[src/rtl/mau_pkg.sv]
// Shared encodings for the memory access unit: exception codes, access sizes
// and the request FSM states.
package mau_pkg;

  localparam logic [1:0] EXC_NONE   = 2'b00;
  localparam logic [1:0] EXC_ADEL   = 2'b01;
  localparam logic [1:0] EXC_ADES   = 2'b10;
  localparam logic [1:0] EXC_BUSERR = 2'b11;

  localparam logic [1:0] SZ_BYTE  = 2'b00;
  localparam logic [1:0] SZ_HALF  = 2'b01;
  localparam logic [1:0] SZ_WORD  = 2'b10;
  localparam logic [1:0] SZ_DWORD = 2'b11;

  typedef enum logic [1:0] {
    S_IDLE = 2'b00,
    S_REQ  = 2'b01,
    S_RESP = 2'b10
  } state_e;

endpackage

[src/rtl/mau_lane.sv]
// Byte-lane logic for the memory access unit: store strobes, store data
// replication and load lane extraction with zero/sign extension.
module mau_lane
  import mau_pkg::*;
#(
  parameter  int DW  = 32,
  localparam int SBW = DW / 8,
  localparam int LW  = $clog2(SBW)
) (
  input  logic [1:0]    size,
  input  logic [LW-1:0] addr_lo,
  input  logic          sign,
  input  logic [DW-1:0] wdata,
  input  logic [DW-1:0] rdata,
  output logic [SBW-1:0] wstrb,
  output logic [DW-1:0] wdata_rep,
  output logic [DW-1:0] ldata
);

  function automatic logic [DW-1:0] extend(input logic [DW-1:0] v,
                                           input logic [DW-1:0] m,
                                           input logic          s);
    return (v & m) | (s ? ~m : '0);
  endfunction

  logic [SBW-1:0] base;
  logic [DW-1:0]  shifted;
  logic [DW-1:0]  mask;
  logic           msb;
  int             rep_mask;

  always_comb begin
    base     = '0;
    rep_mask = 0;
    case (size)
      SZ_BYTE: begin base = SBW'(8'h01); rep_mask = 0; end
      SZ_HALF: begin base = SBW'(8'h03); rep_mask = 1; end
      SZ_WORD: begin base = SBW'(8'h0f); rep_mask = 3; end
      default: begin base = '1;          rep_mask = 7; end
    endcase
    wstrb = base << addr_lo;
  end

  // Each destination byte takes the source byte at the same offset within the access width
  always_comb begin
    wdata_rep = '0;
    for (int i = 0; i < SBW; i++)
      wdata_rep[8*i +: 8] = wdata[8*(i & rep_mask) +: 8];
  end

  always_comb begin
    shifted = rdata >> {addr_lo, 3'b000};
    mask    = '1;
    msb     = shifted[DW-1];
    case (size)
      SZ_BYTE: begin mask = DW'(8'hff);         msb = shifted[7];  end
      SZ_HALF: begin mask = DW'(16'hffff);      msb = shifted[15]; end
      SZ_WORD: begin mask = DW'(32'hffff_ffff); msb = shifted[31]; end
      default: begin mask = '1;                 msb = shifted[DW-1]; end
    endcase
    ldata = extend(shifted, mask, sign && msb);
  end

endmodule

[src/rtl/mem_access_unit.sv]
// MEM stage with a variable-latency req/ack data memory port: address remap,
// alignment faults, lane steering, load extension and a bus timeout.
module mem_access_unit
  import mau_pkg::*;
#(
  parameter  int          DW       = 32,
  parameter  int          AW       = 32,
  parameter  logic [15:0] CONF_HI  = 16'hbfaf,
  parameter  int          MAX_WAIT = 16,
  localparam int          SBW      = DW / 8,
  localparam int          LW       = $clog2(SBW),
  localparam int          CW       = $clog2(MAX_WAIT + 1)
) (
  input  logic           clk,
  input  logic           resetn,
  input  logic           in_valid,
  output logic           in_ready,
  input  logic           in_ld,
  input  logic           in_st,
  input  logic [1:0]     in_size,
  input  logic           in_sign,
  input  logic [AW-1:0]  in_addr,
  input  logic [DW-1:0]  in_wdata,
  input  logic [4:0]     in_dest,
  input  logic           flush,
  output logic           dm_req,
  output logic           dm_we,
  output logic [AW-1:0]  dm_addr,
  output logic [SBW-1:0] dm_wstrb,
  output logic [DW-1:0]  dm_wdata,
  input  logic           dm_ack,
  input  logic [DW-1:0]  dm_rdata,
  output logic           out_valid,
  input  logic           out_ready,
  output logic [DW-1:0]  out_result,
  output logic [4:0]     out_dest,
  output logic [1:0]     out_exc,
  output logic [AW-1:0]  out_badaddr,
  output logic [4:0]     busy_dest
);

  function automatic logic [AW-1:0] remap(input logic [AW-1:0] a);
    logic [AW-1:0] r;
    r = a;
    if (a[31:16] == CONF_HI)    r[31:28] = 4'h1;
    else if (a[31:30] == 2'b10) r[31:29] = 3'b000;
    return r;
  endfunction

  state_e        state;
  logic [CW-1:0] wait_cnt;
  logic [CW-1:0] wait_nxt;
  logic          timeout;
  logic          killed;
  logic          ld_q;
  logic          sign_q;
  logic [1:0]    size_q;
  logic [AW-1:0] addr_q;
  logic [4:0]    dest_q;

  logic          is_mem;
  logic          misal;
  logic [1:0]    lane_size;
  logic [LW-1:0] lane_addr;
  logic [SBW-1:0] lane_wstrb;
  logic [DW-1:0] lane_wdata;
  logic [DW-1:0] lane_ldata;

  assign is_mem = in_ld | in_st;

  always_comb begin
    case (in_size)
      SZ_BYTE: misal = 1'b0;
      SZ_HALF: misal = in_addr[0];
      SZ_WORD: misal = |in_addr[1:0];
      default: misal = (DW != 64) || (|in_addr[2:0]);
    endcase
  end

  // The lane logic serves the incoming op in IDLE and the held op while waiting for ack
  assign lane_size = (state == S_IDLE) ? in_size : size_q;
  assign lane_addr = (state == S_IDLE) ? in_addr[LW-1:0] : addr_q[LW-1:0];

  mau_lane #(.DW(DW)) u_lane (
    .size      (lane_size),
    .addr_lo   (lane_addr),
    .sign      (sign_q),
    .wdata     (in_wdata),
    .rdata     (dm_rdata),
    .wstrb     (lane_wstrb),
    .wdata_rep (lane_wdata),
    .ldata     (lane_ldata)
  );

  assign wait_nxt = (wait_cnt == CW'(MAX_WAIT)) ? wait_cnt : wait_cnt + 1'b1;
  assign timeout  = (wait_nxt == CW'(MAX_WAIT));

  always_ff @(posedge clk or negedge resetn) begin
    if (!resetn) begin
      state       <= S_IDLE;
      in_ready    <= 1'b1;
      wait_cnt    <= '0;
      killed      <= 1'b0;
      ld_q        <= 1'b0;
      sign_q      <= 1'b0;
      size_q      <= SZ_BYTE;
      addr_q      <= '0;
      dest_q      <= '0;
      dm_req      <= 1'b0;
      dm_we       <= 1'b0;
      dm_addr     <= '0;
      dm_wstrb    <= '0;
      dm_wdata    <= '0;
      out_valid   <= 1'b0;
      out_result  <= '0;
      out_dest    <= '0;
      out_exc     <= EXC_NONE;
      out_badaddr <= '0;
      busy_dest   <= '0;
    end else begin
      case (state)
        S_IDLE: begin
          if (in_valid && !flush) begin
            in_ready  <= 1'b0;
            busy_dest <= in_dest;
            ld_q      <= in_ld;
            sign_q    <= in_sign;
            size_q    <= in_size;
            addr_q    <= in_addr;
            dest_q    <= in_dest;
            killed    <= 1'b0;
            if (is_mem && !misal) begin
              state    <= S_REQ;
              wait_cnt <= '0;
              dm_req   <= 1'b1;
              dm_we    <= in_st && !in_ld;
              dm_addr  <= remap(in_addr);
              dm_wstrb <= (in_st && !in_ld) ? lane_wstrb : '0;
              dm_wdata <= (in_st && !in_ld) ? lane_wdata : '0;
            end else begin
              // Pass-through result, or an alignment fault that never reaches memory
              state       <= S_RESP;
              out_valid   <= 1'b1;
              out_exc     <= !is_mem ? EXC_NONE : (in_ld ? EXC_ADEL : EXC_ADES);
              out_dest    <= is_mem ? 5'd0 : in_dest;
              out_result  <= is_mem ? '0 : DW'(in_addr);
              out_badaddr <= is_mem ? in_addr : '0;
            end
          end
        end
        S_REQ: begin
          if (flush) killed <= 1'b1;
          wait_cnt <= wait_nxt;
          if (dm_ack || timeout) begin
            dm_req   <= 1'b0;
            dm_we    <= 1'b0;
            dm_addr  <= '0;
            dm_wstrb <= '0;
            dm_wdata <= '0;
            if (killed || flush) begin
              state     <= S_IDLE;
              in_ready  <= 1'b1;
              busy_dest <= '0;
            end else begin
              state       <= S_RESP;
              out_valid   <= 1'b1;
              out_exc     <= dm_ack ? EXC_NONE : EXC_BUSERR;
              out_dest    <= dm_ack ? dest_q : 5'd0;
              out_result  <= (dm_ack && ld_q) ? lane_ldata : '0;
              out_badaddr <= dm_ack ? '0 : addr_q;
            end
          end
        end
        default: begin
          if (flush || out_ready) begin
            state     <= S_IDLE;
            out_valid <= 1'b0;
            in_ready  <= 1'b1;
            busy_dest <= '0;
          end
        end
      endcase
    end
  end

endmodule

[config.mk]
export PLATFORM = sky130hd
export DESIGN_NAME = mem_access_unit
export DESIGN_NICKNAME = d
export VERILOG_FILES = /design/src/rtl/mau_pkg.sv /design/src/rtl/mau_lane.sv /design/src/rtl/mem_access_unit.sv
export SDC_FILE = /design/constraint.sdc
export NUM_CORES = 1
export LEC_CHECK = 0
export ABC_AREA = 1
export CELL_PAD_IN_SITES_DETAIL_PLACEMENT = 1
export CELL_PAD_IN_SITES_GLOBAL_PLACEMENT = 1
export CORE_MARGIN = 5
export CORE_UTILIZATION = 35
export CTS_CLUSTER_SIZE = 10
export DETAILED_ROUTE_END_ITERATION = 12
export PLACE_DENSITY_LB_ADDON = 0.1
export SLEW_MARGIN = 20
export SYNTH_ARGS = -nofsm -noshare
export SYNTH_HDL_FRONTEND = slang
export SYNTH_SLANG_ARGS = --single-unit
[constraint.sdc]
create_clock -name clk -period 2.5 [get_ports clk]
set_input_delay 0.25 -clock clk [delete_from_list [all_inputs] [get_ports clk]]
set_output_delay 0.25 -clock clk [all_outputs]
set_load 0.02 [all_outputs]
==> flow_results.org <==
** CTS
- Clock latency on the worst-skew pair, taken at its later pin, is 0.45 ns.
- CTS built an H-tree with a depth of 4.
- TritonCTS clock tree :: done
- Clock Pin Slew Worst Setup and Hold Paths :: 0.09 ns
- The longest clock path from root to sink contains 2 buffers.
- The tree built by TritonCTS fans out to 197 sinks.
- The cell sitting at the root of the clock tree is a sky130_fd_sc_hd__clkbuf_16.
- TritonCTS created 17 clock buffers.

** Drt
- Post-DRT Antenna Nets :: 0
- DR vias/cell :: 4.99
- In the final routed layout, each cell accounts on average for 19.0 µm.
- Count of vias placed by the detailed router :: 9169
- Summed over all layers, the routed wires come to 34.9 mm.
- First DRT Iteration DRCs :: 572
- The first detailed-routing pass took 5 iterations.
- After detailed routing, the number of remaining DRC violations is 0.

** Critical path
- The signal on the critical path passes through inv_1, ha_1, nand3_1, nand2_1, nand2_1, nand3_1, o21ai_2, buf_4, nand3_4, o21ai_0.
- By startpoint and endpoint, the worst setup path is classified as flop to flop.
- Worst endpoint data arrival time :: 2.64 ns
- Number of cells on the worst reg-to-reg path :: 10
- Kind of launch point of the worst setup path :: flop
- Category of the worst setup path capture point :: flop
- STA puts the critical path data required time at 2.86 ns.
- Cell with the biggest individual delay on the critical path :: sky130_fd_sc_hd__dfrtp_1
- Highest fanout seen on the critical path :: 37
- Delay of the slowest cell on the worst path :: 0.42 ns

** Global route
- Total global-route track usage :: 22.7%
- Vias in the first global route :: 9644
- Remaining global-route overflow :: 0
- Entering global routing, the biggest net connects 73 pins.
- The number of antenna violations at the first check in global routing is 6.
- Wire length of the first global-routing pass :: 55.2 mm

** Timing
- Transition time at the pin with the least slew margin :: 0.531 ns
- Unrepaired setup endpoints after global routing :: false
- Number of max-slew violations in the final report :: 0
- Worst-case headroom to the max-slew limit :: 64.6%
- Setup Skew :: 0.0134 ns
- The final hold violation count came to 0.
- Clock period minus final worst setup slack :: 2.28 ns
- Sum of negative setup slack :: 0 ns
- Fmax :: 439 MHz
- Final-report setup violation count :: 0
- Final critical-path share of the clock period :: 91.2%

** Hold path
- The path class of the tightest hold or removal check is input pin to async pin.

** Layout
- Once layout is complete, the utilization of the core stands at 49.3%.
- After filler insertion, the fill cell instance count of the layout stands at 3224.
- Highest-count cells in the layout ignoring fill and taps :: sky130_fd_sc_hd__nand2_1, sky130_fd_sc_hd__clkdlybuf4s50_1, sky130_fd_sc_hd__dfrtp_1
- The final layout contains 1594 nets.
- Most common cell after layout, fill and taps aside :: sky130_fd_sc_hd__nand2_1
- Of the cells placed in the final design, the portion with a size suffix greater than 1 is 5.89%.
- Area growth, synth to finish :: 39.5%

** Synth
- Sequential fraction of the synthesis area :: 52.0%
- Mean Syn Cell Area :: 7.65 µm²
- The number of nets handed over by synthesis was 1353.
- Distinct cell type count after synthesis :: 35
- After synthesis the netlist holds a flip-flop and latch count of 197.
- In this run the cell area of the synthesized design comes to 9470 µm².
- During synthesis, Yosys emitted a total of 0 warnings.
- Cell count after synthesis :: 1239

** Power and ir drop
- IR analysis of the VDD net gives a maximum drop of 0.628 mV.
- The analysis attributes to cell leakage a power of 6.19 nW.
- P per Cell Area :: 1370 nW/µm²

** Run status
- Outcome :: finished clean

** Flow run
- Max-cap violations in this run came to 0.

** Die
- In this run the count of I/O pins placed on the die edge is 260.
- In this run the horizontal extent of the chip is 175 µm.
- DIE AREA :: 30500 µm²
- Core area :: 26800 µm²
- In this run the vertical extent of the chip is 175 µm.
- The initialized floorplan defines 60 standard-cell rows.
- For this configuration, the core starts out at a cell density of 35.4%.

** Place
- Estimated wirelength of the detail-placed design :: 25.1 mm
- Routability-driven placement finished with a final weighted congestion of 0.810.
- The count of buffers added on input and output ports is 259.
==> critical path, delay by kind of cell (launching register included) <==
kind                     cells  cell delay [ns]
flip-flops                   1             0.42
buffers and inverters        2             0.28
AO/OA/AOI/OAI                2             0.48
AND/OR/NAND/NOR              5             0.74
adder cells (fa/ha/maj)      1             0.25
==> stage by stage <==
step	instance area, µm²	hold slack [ns]	instances	worst slack (ns)	total power [W]
detailed placement	12600	0.256	1801	0.170	0.0153
finish	13200	0.338	1837	0.220	0.0181
global route	13200	0.353	1837	0.00179	0.0194
floorplan	9470	-0.0456	1239	0.673	0.0108
CTS	13200	0.336	1834	0.108	0.0184
global placement	12600	0.260	1801	0.201	0.0151
==> registers in the layout, summed over array words and instances, names as in the netlist <==
signal / count
out_dest: 5
size_q: 2
out_valid: 1
addr_q: 32
dm_we: 1
out_badaddr: 32
out_exc: 2
sign_q: 1
busy_dest: 5
out_result: 32
dm_wdata: 32
dm_addr: 32
in_ready: 1
wait_cnt: 5
dm_req: 1
dm_wstrb: 4
dest_q: 5
killed: 1
ld_q: 1
state: 2
==> layout make-up <==
cell class | instances | area [µm²] | share of cell area [%]
antenna | 3 | 7.51 | 0.0568
sequential | 197 | 4930 | 37.3
clock buffer | 17 | 425 | 3.22
inverter | 92 | 345 | 2.61
timing repair buffer | 294 | 2970 | 22.5
multi-input combinational | 878 | 3900 | 29.5
tap | 341 | 427 | 3.23
clock inverter | 15 | 205 | 1.55
==> synth_stat cells, drive strengths merged <==
| master | count | area (µm²) |
|---|---|---|
| a21oi | 51 | 255 |
| a22o | 1 | 8.76 |
| buf | 27 | 141 |
| clkbuf | 45 | 171 |
| dfrtp | 196 | 4900 |
| dfstp | 1 | 26.3 |
| ha | 2 | 25.0 |
| inv | 92 | 345 |
| nand2 | 450 | 1700 |
| nand3 | 41 | 228 |
| nand3b | 2 | 15.0 |
| nand4 | 4 | 25.0 |
| nor2 | 101 | 404 |
| nor3 | 3 | 26.3 |
| o211ai | 7 | 52.6 |
| o21a | 7 | 52.6 |
| o21ai | 196 | 996 |
| o22ai | 6 | 37.5 |
| o31ai | 5 | 37.5 |
| xor2 | 2 | 17.5 |
==> repair_timing <==
item                                   CTS  global route
hold buffers                             1             0
setup endpoints to repair                0            33
resized for setup                        0             2
buffers inserted                         0             0
endpoints found under the hold margin   47             0
==> layer usage <==
metal	wire, µm	part of all wire (%)	vias to the layer above	track usage [%]
met5	36	0.10	-	0
met4	370	1.1	6	5.30
met3	2030	5.8	24	5.76
met2	16400	47	220	37.0
met1	16100	46	4486	30.5
li1	-	-	4433	-
==> cells by family (layout without fill, tap and decap cells) <==
kind of cell             Yosys count  in the layout  synth area share, %
AND/OR/NAND/NOR                  601            601                 25.4
adder cells (fa/ha/maj)            2              2                0.264
AO/OA/AOI/OAI                    273            273                 15.2
buffers and inverters            164            418                 6.95
XOR/XNOR                           2              2                0.185
other                              0              3                    0
flip-flops                       197            197                 52.0
==> report_power, final <==
| part | internal [W] | switching, W | total (W) |
|---|---|---|---|
| clock network | 0.00154 | 0.00143 | 0.00298 |
| registers | 0.00456 | 0.000833 | 0.00539 |
| logic | 0.00370 | 0.00608 | 0.00978 |
==> final timing paths <==
kind | slack, ns | end | from
max in group asynchronous | 1.42 | dm_addr[23]$_DFFE_PN0P_ | resetn
max reg2reg | 0.22 | dm_wdata[9]$_DFFE_PN0P_ | wait_cnt[0]$_DFFE_PN0P_
min reg2reg | 0.48 | out_badaddr[10]$_DFFE_PN0P_ | out_badaddr[10]$_DFFE_PN0P_
min in group clk | 0.41 | dm_addr[22]$_DFFE_PN0P_ | in_addr[22]
max | 0.22 | dm_wdata[9]$_DFFE_PN0P_ | wait_cnt[0]$_DFFE_PN0P_
min | 0.34 | dm_wdata[5]$_DFFE_PN0P_ | resetn
No activity file was read; power rests on OpenSTA's default activity.
